$ cat src/rtl/fetch_ctrl_if.sv
// Fetch-side memory handshake and execute-unit handshake of fetch_ctrl.
// mem: mem_req is held for the whole fetch; a cycle with mem_req=1 and mem_ack=1 transfers mem_data.
interface fetch_ctrl_if;
  logic [5:0] mem_addr;
  logic       mem_req;
  logic       mem_ack;
  logic [7:0] mem_data;
  logic       exe_go;
  logic       exe_done;
  logic       zf;

  modport master (
    output mem_addr, mem_req, exe_go,
    input  mem_ack, mem_data, exe_done, zf
  );

  modport slave (
    input  mem_addr, mem_req, exe_go,
    output mem_ack, mem_data, exe_done, zf
  );
endinterface

$ cat src/rtl/fetch_ctrl.sv
// Instruction fetch/sequencing controller: fetches a byte per instruction,
// decodes the opcode class, dispatches ALU ops and drives the PC controls.
module fetch_ctrl #(
  parameter int unsigned TIMEOUT = 15
) (
  input  logic         clk,
  input  logic         rst,
  input  logic         start,
  input  logic [5:0]   pc_val,
  fetch_ctrl_if.master bus,
  output logic [7:0]   ir,
  output logic         IPC,
  output logic         IMPC,
  output logic         IJ,
  output logic [7:0]   Din,
  output logic         halted,
  output logic         fault,
  output logic [2:0]   state
);

  typedef enum logic [2:0] {
    S_IDLE   = 3'd0,
    S_FETCH  = 3'd1,
    S_DECODE = 3'd2,
    S_EXEC   = 3'd3,
    S_INC    = 3'd4,
    S_JUMP   = 3'd5,
    S_HALT   = 3'd6,
    S_FAULT  = 3'd7
  } state_t;

  localparam logic [7:0] L_TMO    = 8'(TIMEOUT);
  localparam logic [7:0] L_TMO_M1 = 8'(TIMEOUT - 1);

  state_t     r_state;
  state_t     w_next_state;
  logic [7:0] r_ir;
  logic [7:0] r_wait;
  logic [7:0] w_next_wait;
  logic       w_ir_load;

  always_ff @(posedge clk or negedge rst) begin
    if (!rst) begin
      r_state <= S_IDLE;
      r_ir    <= 8'h00;
      r_wait  <= 8'd0;
    end else begin
      r_state <= w_next_state;
      r_wait  <= w_next_wait;
      if (w_ir_load) r_ir <= bus.mem_data;
    end
  end

  always_comb begin
    w_next_state = r_state;
    w_next_wait  = r_wait;
    w_ir_load    = 1'b0;
    unique case (r_state)
      S_IDLE: begin
        if (start) w_next_state = S_FETCH;
      end
      S_FETCH: begin
        if (bus.mem_ack) begin
          w_ir_load    = 1'b1;
          w_next_state = S_DECODE;
        end else if (r_wait == L_TMO_M1) begin
          w_next_state = S_FAULT;
        end else begin
          w_next_wait = r_wait + 8'd1;
        end
      end
      S_DECODE: begin
        unique case (r_ir[7:6])
          2'b00:   w_next_state = S_EXEC;
          2'b01:   w_next_state = S_JUMP;
          2'b10:   w_next_state = bus.zf ? S_JUMP : S_INC;
          default: w_next_state = (r_ir[5:0] == 6'h3F) ? S_HALT : S_INC;
        endcase
      end
      S_EXEC: begin
        // r_wait==0 marks the dispatch cycle; exe_done is only trusted after it.
        if (r_wait == 8'd0) begin
          w_next_wait = 8'd1;
        end else if (bus.exe_done) begin
          w_next_state = S_INC;
        end else if (r_wait == L_TMO) begin
          w_next_state = S_FAULT;
        end else begin
          w_next_wait = r_wait + 8'd1;
        end
      end
      S_INC:   w_next_state = S_FETCH;
      S_JUMP:  w_next_state = S_FETCH;
      default: w_next_state = r_state;
    endcase
    if (w_next_state != r_state) w_next_wait = 8'd0;
  end

  assign bus.mem_addr = pc_val;
  assign bus.mem_req  = (r_state == S_FETCH);
  assign bus.exe_go   = (r_state == S_EXEC) && (r_wait == 8'd0);
  assign ir           = r_ir;
  assign IPC          = (r_state == S_INC);
  assign IMPC         = (r_state == S_JUMP);
  assign IJ           = (r_state == S_JUMP);
  assign Din          = (r_state == S_JUMP) ? {2'b00, r_ir[5:0]} : 8'h00;
  assign halted       = (r_state == S_HALT);
  assign fault        = (r_state == S_FAULT);
  assign state        = r_state;

endmodule
$ cat src/flat_wrapper.sv
// flat-port wrapper written by rule: the top's interface ports become plain ports
module fetch_ctrl_flat 
#(
  parameter int unsigned TIMEOUT = 15
)
  (clk, rst, start, pc_val, ir, IPC, IMPC, IJ, Din, halted, fault, state, bus_mem_addr, bus_mem_req, bus_exe_go, bus_mem_ack, bus_mem_data, bus_exe_done, bus_zf);
  fetch_ctrl_if bus_i ();
  input  logic clk;
  input  logic rst;
  input  logic start;
  input  logic [5:0] pc_val;
  output logic [7:0] ir;
  output logic IPC;
  output logic IMPC;
  output logic IJ;
  output logic [7:0] Din;
  output logic halted;
  output logic fault;
  output logic [2:0] state;
  output wire logic [$bits(bus_i.mem_addr)-1:0] bus_mem_addr;
  output wire logic [$bits(bus_i.mem_req)-1:0] bus_mem_req;
  output wire logic [$bits(bus_i.exe_go)-1:0] bus_exe_go;
  input wire logic [$bits(bus_i.mem_ack)-1:0] bus_mem_ack;
  input wire logic [$bits(bus_i.mem_data)-1:0] bus_mem_data;
  input wire logic [$bits(bus_i.exe_done)-1:0] bus_exe_done;
  input wire logic [$bits(bus_i.zf)-1:0] bus_zf;
  assign bus_mem_addr = bus_i.mem_addr;
  assign bus_mem_req = bus_i.mem_req;
  assign bus_exe_go = bus_i.exe_go;
  assign bus_i.mem_ack = bus_mem_ack;
  assign bus_i.mem_data = bus_mem_data;
  assign bus_i.exe_done = bus_exe_done;
  assign bus_i.zf = bus_zf;
  fetch_ctrl #(.TIMEOUT(TIMEOUT)) u_core (.clk(clk), .rst(rst), .start(start), .pc_val(pc_val), .bus(bus_i), .ir(ir), .IPC(IPC), .IMPC(IMPC), .IJ(IJ), .Din(Din), .halted(halted), .fault(fault), .state(state));
endmodule
$ cat config.mk
export PLATFORM = sky130hd
export DESIGN_NAME = fetch_ctrl_flat
export DESIGN_NICKNAME = d
export VERILOG_FILES = /design/src/rtl/fetch_ctrl_if.sv /design/src/rtl/fetch_ctrl.sv /design/src/flat_wrapper.sv
export SDC_FILE = /design/constraint.sdc
export NUM_CORES = 1
export LEC_CHECK = 0
export CORE_MARGIN = 2
export CORE_UTILIZATION = 42
export DETAILED_ROUTE_END_ITERATION = 10
export GPL_TIMING_DRIVEN = 0
export PLACE_DENSITY = 0.8
export SLEW_MARGIN = 20
export SYNTH_ARGS = -nofsm -noshare
export SYNTH_HDL_FRONTEND = slang
export SYNTH_SLANG_ARGS = --single-unit
export TNS_END_PERCENT = 5
$ cat constraint.sdc
create_clock -name clk -period 2.8 [get_ports clk]
set_clock_uncertainty 0.15 [all_clocks]
set_input_delay 0.28 -clock clk [delete_from_list [all_inputs] [get_ports clk]]
set_output_delay 0.28 -clock clk [all_outputs]
set_load 0.1 [all_outputs]
==> results.md <==
- WP data arrival: 2.78 ns
- First-pass GRT wire length: 5.10 mm
- Via count: 1,223
- Post-synth EDFFs: 0
- Yosys warning count: 0
- Overflow after GRT: 0
- CP endpoint kind: register
- Worst-Skew Late Latency: 0.30 ns
- Final Cycle Share: 97.0%
- Dpl cell area: 1750 sq um
- Number of CTS-inserted buffers: 3
- Register-to-Register Path Depth: 8
- Largest cells by area after synthesis: dfrtp_1 38%, mux2_2 8.1%, buf_4 5.4%, a211oi_1 4.8%, and2_1 4.0%
- Num rows: 19
- Sequential fraction of the synthesis area: 38.0%
- Die Wd: 58.6 um
- Yosys top cell area share: 38.0%
- Largest net degree at the start of global routing: 20
- Routed WL: 3.28 mm
- Wirelength per Cell: 15.3 um
- Syn Area/Cell: 9.47 sq um
- Compound-cell area share of the yosys netlist: 15.5%
- Yosys top cell by area: dfrtp_1
- H-tree levels: 1
- CTS tree: yes
- Layout cells sized above 1: 30.6%
- Detailed-route DRC error count: 0
- DR iter-0 viols: 28
- Rel. slew slack: 34.6%
- Hold Path Class: in -> async
- Clock buffer depth: 2
- CTS clk-pin slew, worst paths: 0.10 ns
- CP Max Fanout: 10
- Endpoints failing setup: 0
- # diodes: 0
- Status: completed
- Main combinational cell family by area after synthesis: simple AND/OR/NAND/NOR gates
- Post-synth top flop: dfrtp_1
- Fin nets: 207
- CTS Sinks: 19
- Post-synth cell types: 36
- RSZ-0062 raised after global routing: true
- Post-route ant nets: 0
- Tot GR Track Use: 19.5%
- Post-synthesis xor/xnor area fraction: 0%
- Slew Viols, Final: 0
- List of most frequent post-synthesis cells: 19 x dfrtp_1, 9 x buf_4, 9 x mux2_2
- Seq cells post-synth: 19
- Placer Congestion: 0.855
- Crit path time final: 2.72 ns
- Ports: 52
- WP data required: 2.87 ns
- Most common cell in the netlist: dfrtp_1
- Mux share of post-synthesis cell area: 8.11%
- IO buf count: 43
- Initial antenna violation count: 0
- Adder-Cell Fraction of Synth Area: 3.00%
- Post-CTS Hold Buffers: 0
- Post-synthesis simple-gate area fraction: 26.3%
- Post-synthesis async set-or-reset flop share: 100%
- Total iterations of the first detailed-routing run: 4
- Cell area after layout: 1830 sq um
- Area growth, synth to finish: 46.4%
- Max Freq: 368 MHz
- Max-cap violations: 0
- CTS Root Cell: clkbuf_4
- Synthesized cell area: 1250 sq um
- Critical setup path kind: reg -> reg
- Core area: 2780 sq um
- Vias in the first global route: 1,085
- Final Hold Fails: 0
- Placed insts: 207
- Chip Height: 58.6 um
- Initial core utilization: 44.9%
- Crit start category: register
- Vias/cell: 5.71
- Synth Instances: 132
- Post-Layout Cell Count: 214
- DIE AREA: 3430 sq um
- Dpl hpwl: 2.46 mm
- Worst-margin pin slew: 0.977 ns
layout make-up:
class | count | area, sq um
Multi-Input combinational cell | 96 | 728
Clock inverter | 1 | 5.00
Inverter | 2 | 7.51
Sequential cell | 19 | 477
Buffer | 16 | 103
Clock buffer | 3 | 22.5
Timing Repair Buffer | 46 | 449
Fill cell | 246 | 951
Tap cell | 31 | 38.8
final timing paths:
| kind | startpoint | end | slack [ns] |
|---|---|---|---|
| min in group clk | u_core.ir[4]$_DFFE_PN0P_ | u_core.ir[4]$_DFFE_PN0P_ | 0.42 |
| max reg2reg | u_core.r_wait[0]$_DFFE_PN0P_ | u_core.r_wait[2]$_DFFE_PN0P_ | 0.08 |
| max in group asynchronous | rst | u_core.r_wait[1]$_DFFE_PN0P_ | 1.62 |
| max | u_core.r_wait[0]$_DFFE_PN0P_ | u_core.r_wait[2]$_DFFE_PN0P_ | 0.08 |
| min reg2reg | u_core.ir[4]$_DFFE_PN0P_ | u_core.ir[4]$_DFFE_PN0P_ | 0.42 |
| min | rst | u_core.ir[6]$_DFFE_PN0P_ | 0.31 |
metrics by stage:
stage,utilization [%],TNS [ns],hold WS [ns],setup slack (ns)
floorplan,-,-3.28,-0.166,-0.332
global route,65.8,-0.0541,0.369,-0.0321
detailed placement,63.0,-0.551,0.397,-0.236
global placement,63.0,-0.313,0.387,-0.240
CTS,64.1,-0.0552,0.330,-0.0501
finish,65.8,0,0.308,0.0847
cell usage in the layout, fill, tap and decap left out, types with 3 or more instances in the layout:
master,count
ha_1,3
nand2_1,6
o21ai_0,4
nor4_1,3
nand3_1,5
buf_4,13
a211oi_1,5
o31ai_1,4
nand2b_1,6
clkbuf_4,3
dfrtp_1,18
and2_2,6
a211oi_2,3
clkbuf_1,5
clkdlybuf4s50_1,30
nand4_1,4
mux2_2,9
clkdlybuf4s15_2,6
a21oi_1,4
or4_4,3
dlygate4sd2_1,3
or4_1,4
what timing repair did:
item | CTS | global route
pin swaps | 1 | 2
buffers inserted | 0 | 3
endpoints found under the setup margin | 21 | 10
resized for setup | 31 | 10
metal layers:
| metal | vias to the layer above | part of all wire, % | GRT usage (%) |
|---|---|---|---|
| met5 | - | 0 | 0 |
| met4 | 0 | 0.55 | 3.99 |
| met3 | 4 | 6.9 | 4.40 |
| met2 | 47 | 48 | 33.4 |
| met1 | 583 | 44 | 25.3 |
| li1 | 589 | - | - |
cells by family after synthesis:
logic type	Yosys count
other cells	1
flops	19
buf+inv	18
fa+ha+maj	3
compound gates	28
simple gates	54
mux	9
flip-flops by register name (all words and copies together) (netlist names):
register,cells
u_core.r_wait,8
u_core.ir,8
u_core.state,3
worst max-delay path: stages (launching register included):
cell      delay (ns)
dfrtp_1         0.40
inv_1           0.11
ha_1            0.17
or3b_4          0.40
o211a_1         0.28
a211o_1         0.36
buf_6           0.17
or4_4           0.42
a211oi_2        0.19
Power is left out: the tool's default activity adds up to more than one toggle a clock period on the data nets, which glitch-free logic cannot reach.
